$ cat src/rtl/program_counter_stack.sv
// program_counter_stack: PC with count/jump, CALL/RET return stack and stack error
// reporting. Define PC_ERR_STICKY_EN to make err/err_code latch until err_clr.
module program_counter_stack #(
    parameter int ADDR_W     = 4,
    parameter int DEPTH      = 4,
    parameter int RESET_ADDR = 0
) (
    input  logic                       clk,
    input  logic                       rst_n,
    input  logic                       count_en,
    input  logic                       jump,
    input  logic                       call,
    input  logic                       ret,
    input  logic [ADDR_W-1:0]          jump_addr,
    input  logic                       err_clr,
    output logic [ADDR_W-1:0]          addr,
    output logic [$clog2(DEPTH+1)-1:0] sp,
    output logic                       stack_full,
    output logic                       stack_empty,
    output logic                       wrap,
    output logic                       err,
    output logic [1:0]                 err_code
);
    localparam int SP_W = $clog2(DEPTH + 1);
    localparam int SLOTS = 2 ** SP_W;
    localparam logic [ADDR_W-1:0] RST_A = ADDR_W'(RESET_ADDR);
    localparam logic [1:0] E_NONE = 2'b00;
    localparam logic [1:0] E_OVF  = 2'b01;
    localparam logic [1:0] E_UNF  = 2'b10;

    logic [ADDR_W-1:0] addr_q, addr_d, addr_inc;
    logic [SP_W-1:0]   sp_q, sp_d;
    logic              wrap_q, wrap_d;
    logic              err_q, err_d;
    logic [1:0]        err_code_q, err_code_d, ev_code;
    logic [ADDR_W-1:0] stack_q [SLOTS];
    logic [ADDR_W-1:0] stack_d [SLOTS];
    logic              full, empty;

    assign addr_inc = addr_q + ADDR_W'(1);
    assign full     = sp_q == SP_W'(DEPTH);
    assign empty    = sp_q == '0;

    // One operation per edge, priority ret > call > jump > count_en > hold.
    always_comb begin
        addr_d  = addr_q;
        sp_d    = sp_q;
        stack_d = stack_q;
        wrap_d  = 1'b0;
        ev_code = E_NONE;
        if (ret) begin
            if (empty) begin
                ev_code = E_UNF;
            end else begin
                addr_d = stack_q[sp_q - SP_W'(1)];
                sp_d   = sp_q - SP_W'(1);
            end
        end else if (call) begin
            if (full) begin
                ev_code = E_OVF;
            end else begin
                stack_d[sp_q] = addr_inc;
                sp_d          = sp_q + SP_W'(1);
                addr_d        = jump_addr;
            end
        end else if (jump) begin
            addr_d = jump_addr;
        end else if (count_en) begin
            addr_d = addr_inc;
            wrap_d = &addr_q;
        end
    end

`ifdef PC_ERR_STICKY_EN
    // Hold the first error until cleared; a clear in the same cycle as a new error shows the new one.
    always_comb begin
        err_code_d = (err_q && !err_clr) ? err_code_q : ev_code;
        err_d      = err_code_d != E_NONE;
    end
`else
    logic unused_err_clr;
    assign unused_err_clr = err_clr;

    // Error is a single-cycle pulse following the failing call/ret.
    always_comb begin
        err_code_d = ev_code;
        err_d      = ev_code != E_NONE;
    end
`endif

    // Control state registers with synchronous active-low reset.
    always_ff @(posedge clk) begin
        if (!rst_n) begin
            addr_q     <= RST_A;
            sp_q       <= '0;
            wrap_q     <= 1'b0;
            err_q      <= 1'b0;
            err_code_q <= E_NONE;
        end else begin
            addr_q     <= addr_d;
            sp_q       <= sp_d;
            wrap_q     <= wrap_d;
            err_q      <= err_d;
            err_code_q <= err_code_d;
        end
    end

    // Return-address storage; contents are don't-care after reset.
    always_ff @(posedge clk) begin
        stack_q <= stack_d;
    end

    assign addr        = addr_q;
    assign sp          = sp_q;
    assign stack_full  = full;
    assign stack_empty = empty;
    assign wrap        = wrap_q;
    assign err         = err_q;
    assign err_code    = err_code_q;
endmodule

$ cat config.mk
export PLATFORM = sky130hd
export DESIGN_NAME = program_counter_stack
export DESIGN_NICKNAME = d
export VERILOG_FILES = /design/src/rtl/program_counter_stack.sv
export SDC_FILE = /design/constraint.sdc
export NUM_CORES = 1
export LEC_CHECK = 0
export ABC_AREA = 1
export BUFFER_PORTS_ARGS = -buffer_cell sky130_fd_sc_hd__buf_2
export CAP_MARGIN = 20
export CORE_AREA = 2 2 60 67
export CTS_CLUSTER_DIAMETER = 60
export CTS_CLUSTER_SIZE = 14
export DETAILED_ROUTE_END_ITERATION = 7
export DIE_AREA = 0 0 62 69
export GPL_ROUTABILITY_DRIVEN = 0
export PLACE_DENSITY = 0.79
export SYNTH_ARGS = -nofsm -noshare
export SYNTH_HDL_FRONTEND = slang
export SYNTH_SLANG_ARGS = --single-unit
export TNS_END_PERCENT = 5
$ cat constraint.sdc
create_clock -name clk -period 2.6 [get_ports clk]
set_input_delay 0.65 -clock clk [delete_from_list [all_inputs] [get_ports clk]]
set_output_delay 0.65 -clock clk [all_outputs]
set_load 0.01 [all_outputs]
==> reports/summary.txt <==
outcome -> finished clean
CP Capture Type -> output port
CORE AREA -> 3597 um^2
Syn Inst Count -> 221
clock skew -> 0.007900 ns
initial DRC count -> 103
sequential area share after synthesis -> 0.5700
Synth area leader -> edfxtp_1
Pre-antenna DRT Iters -> 4
CTS Root Buffer Type -> clkbuf_8
Leakage Power -> 1.001 nW
Pwr per Cell Area -> 840.7 nW/um^2
die span in y -> 69 um
die width -> 62 um
Rel. slew slack -> 0.7489
global-route wire length before repair -> 6.575 mm
final routed DRC violation total -> 0
Final min period -> 2.075 ns
WP data arrival -> 1.42 ns
CP bufs+invs -> 3
commonest non-fill, non-tap cell in the layout -> nand2_1
# diodes -> 0
fin. max-slew vios -> 0
area grow syn2layout -> 10.93%
design area -> 2298 um^2
share of the clock period used by the worst path -> 0.7979
initial core utilization -> 0.5760
Syn. warnings -> 0
TritonCTS clock tree -> yes
share of flip-flops with an asynchronous set or reset -> 0
slowest stage cell, crit path -> dfxtp_1
# setup viols final -> 0
vias -> 1495
EDFF count, synth -> 32
CTS Buffer Depth -> 2
full die area -> 4278 um^2
hold_ws -> 0.5161 ns
#FFs+latches synth -> 43
top cell type's share of synthesized area -> 0.4638
Mapped Nets -> 236
WL/cell -> 13.48 um
I/O Pins -> 24
Worst Path Max Fanout -> 19
Max-cap violations -> 0
Most used DFF post-synth -> edfxtp_1
Max stage delay on crit path -> 0.33 ns
cell area after synthesis -> 2072 um^2
gr usage total -> 0.2140
global route total overflow -> 0
Synth cell types -> 25
Syn Area/Cell -> 9.376 um^2
Peak VDD IR -> 0.5689 mV
WS Path Type -> reg2out
fin nets -> 260
Total Negative Setup Slacks -> 0 ns
routed wire length -> 3.989 mm
ANT nets after route -> 0
initial antenna violation count -> 0
most used cell, CP -> inv_2
worst skew pair latency -> 0.31 ns
RSZ-0062 raised after global routing -> false
startpoint types -> register
synth top area cells -> edfxtp_1 46%, nand2_1 13%, dfxtp_1 11%
post-CTS sizing -> 0
number of setup buffers added after CTS -> 0
Final Hold Fails -> 0
sequence of cells on the critical path -> inv_2 -> ha_1 -> nand2_1 -> inv_2 -> buf_2
commonest cells after routing, fill and taps aside -> 73 x nand2_1, 32 x edfxtp_1, 22 x buf_2, 20 x nand3_1
dpl cell area -> 2182 um^2
Port Buffers -> 22
Hold Crit Class -> reg2reg
Vias/cell -> 5.051
half-perimeter wire length after detailed placement -> 2.819 mm
via count of the first global-routing pass -> 1435
cell row count -> 23
Worst Tran Pin Value -> 0.3766 ns
# clock sinks -> 43
Post-CTS Hold Buffers -> 0
CTS clk-pin slew, worst paths -> 0.08 ns
worst endpoint required time -> 1.95 ns
fmax -> 482.0 MHz
CTS H-tree depth -> 2
family with the most delay on the worst path -> buffers and inverters
share of cells above drive strength 1 -> 0.1992
Num CTS Buffers -> 5
pin count of the biggest net entering global routing -> 22
## cell usage after synthesis, types with 2 or more instances
library cell,number
nand2_1,73
edfxtp_1,32
nand3_1,20
inv_1,18
nor2_1,18
dfxtp_1,11
a21oi_1,7
nand2_2,5
a21oi_2,4
buf_6,4
ha_1,4
o21ai_0,4
inv_2,3
o21ai_1,3
xnor2_1,3
inv_4,2
nand4_1,2
## metal layers
metal / vias up / wire, um / track usage
li1: 771 / - / -
met1: 677 / 1719 / 0.2618
met2: 36 / 1980 / 0.3380
met3: 11 / 185 / 0.05629
met4: 0 / 104 / 0.1040
met5: - / 0 / 0
## flip-flops by register name, indices dropped and copies added, names as in the netlist
name,cells
stack_q,32
addr,4
sp,3
err_code,2
err,1
wrap,1
## logic make-up after synthesis
logic type / share of synthesized area
xor gates and xnor gates: 0.01691
adders and majority gates: 0.02416
AOI/OAI and AO/OA: 0.05495
DFF: 0.5700
buffers and inverters: 0.07789
and+or+nand+nor: 0.2560
## worst reg2reg max path, cell delays in order (launching register included)
cell     delay (ns)
dfxtp_1        0.43
inv_1          0.12
ha_1           0.22
nand2_1        0.11
nand3_1        0.12
inv_1          0.09
nand2_1        0.14
nor2_1         0.33
## where the power goes
part	internal (mW)	switching [mW]
Sequential	0.831	0.0381
Combinational	0.171	0.361
Clock	0.291	0.241
## cell type report
cell class | instances | area [um^2]
flip-flops and latches | 43 | 1181
fillers | 310 | 1299
clock buffers | 5 | 68.82
well taps | 50 | 62.56
repair buffers | 23 | 117.6
multi-input cells | 149 | 729.5
inverters | 23 | 91.34
clock inverters | 3 | 47.55
## stage by stage
stage                     total power, mW  worst slack (ns)    util  cells
after floorplan                     1.283            0.8231       -    221
after global placement              1.405            0.6374  0.6066    288
after detailed placement            1.416            0.5960  0.6066    288
after CTS                           1.943            0.5212  0.6390    296
after global routing                2.044            0.3908  0.6390    296
final                               1.932            0.5255  0.6390    296
## final timing paths
check / startpoint / to / slack, ns / cells after the start
worst max register to register: sp[1] / stack_q[23] / 0.71 / 7
worst min register to register: addr[3] / wrap / 0.52 / 2
worst max-delay path: sp[0] / stack_full / 0.53 / 5
worst min-delay path: addr[3] / wrap / 0.52 / 2
(Power assumes the default switching activity.)
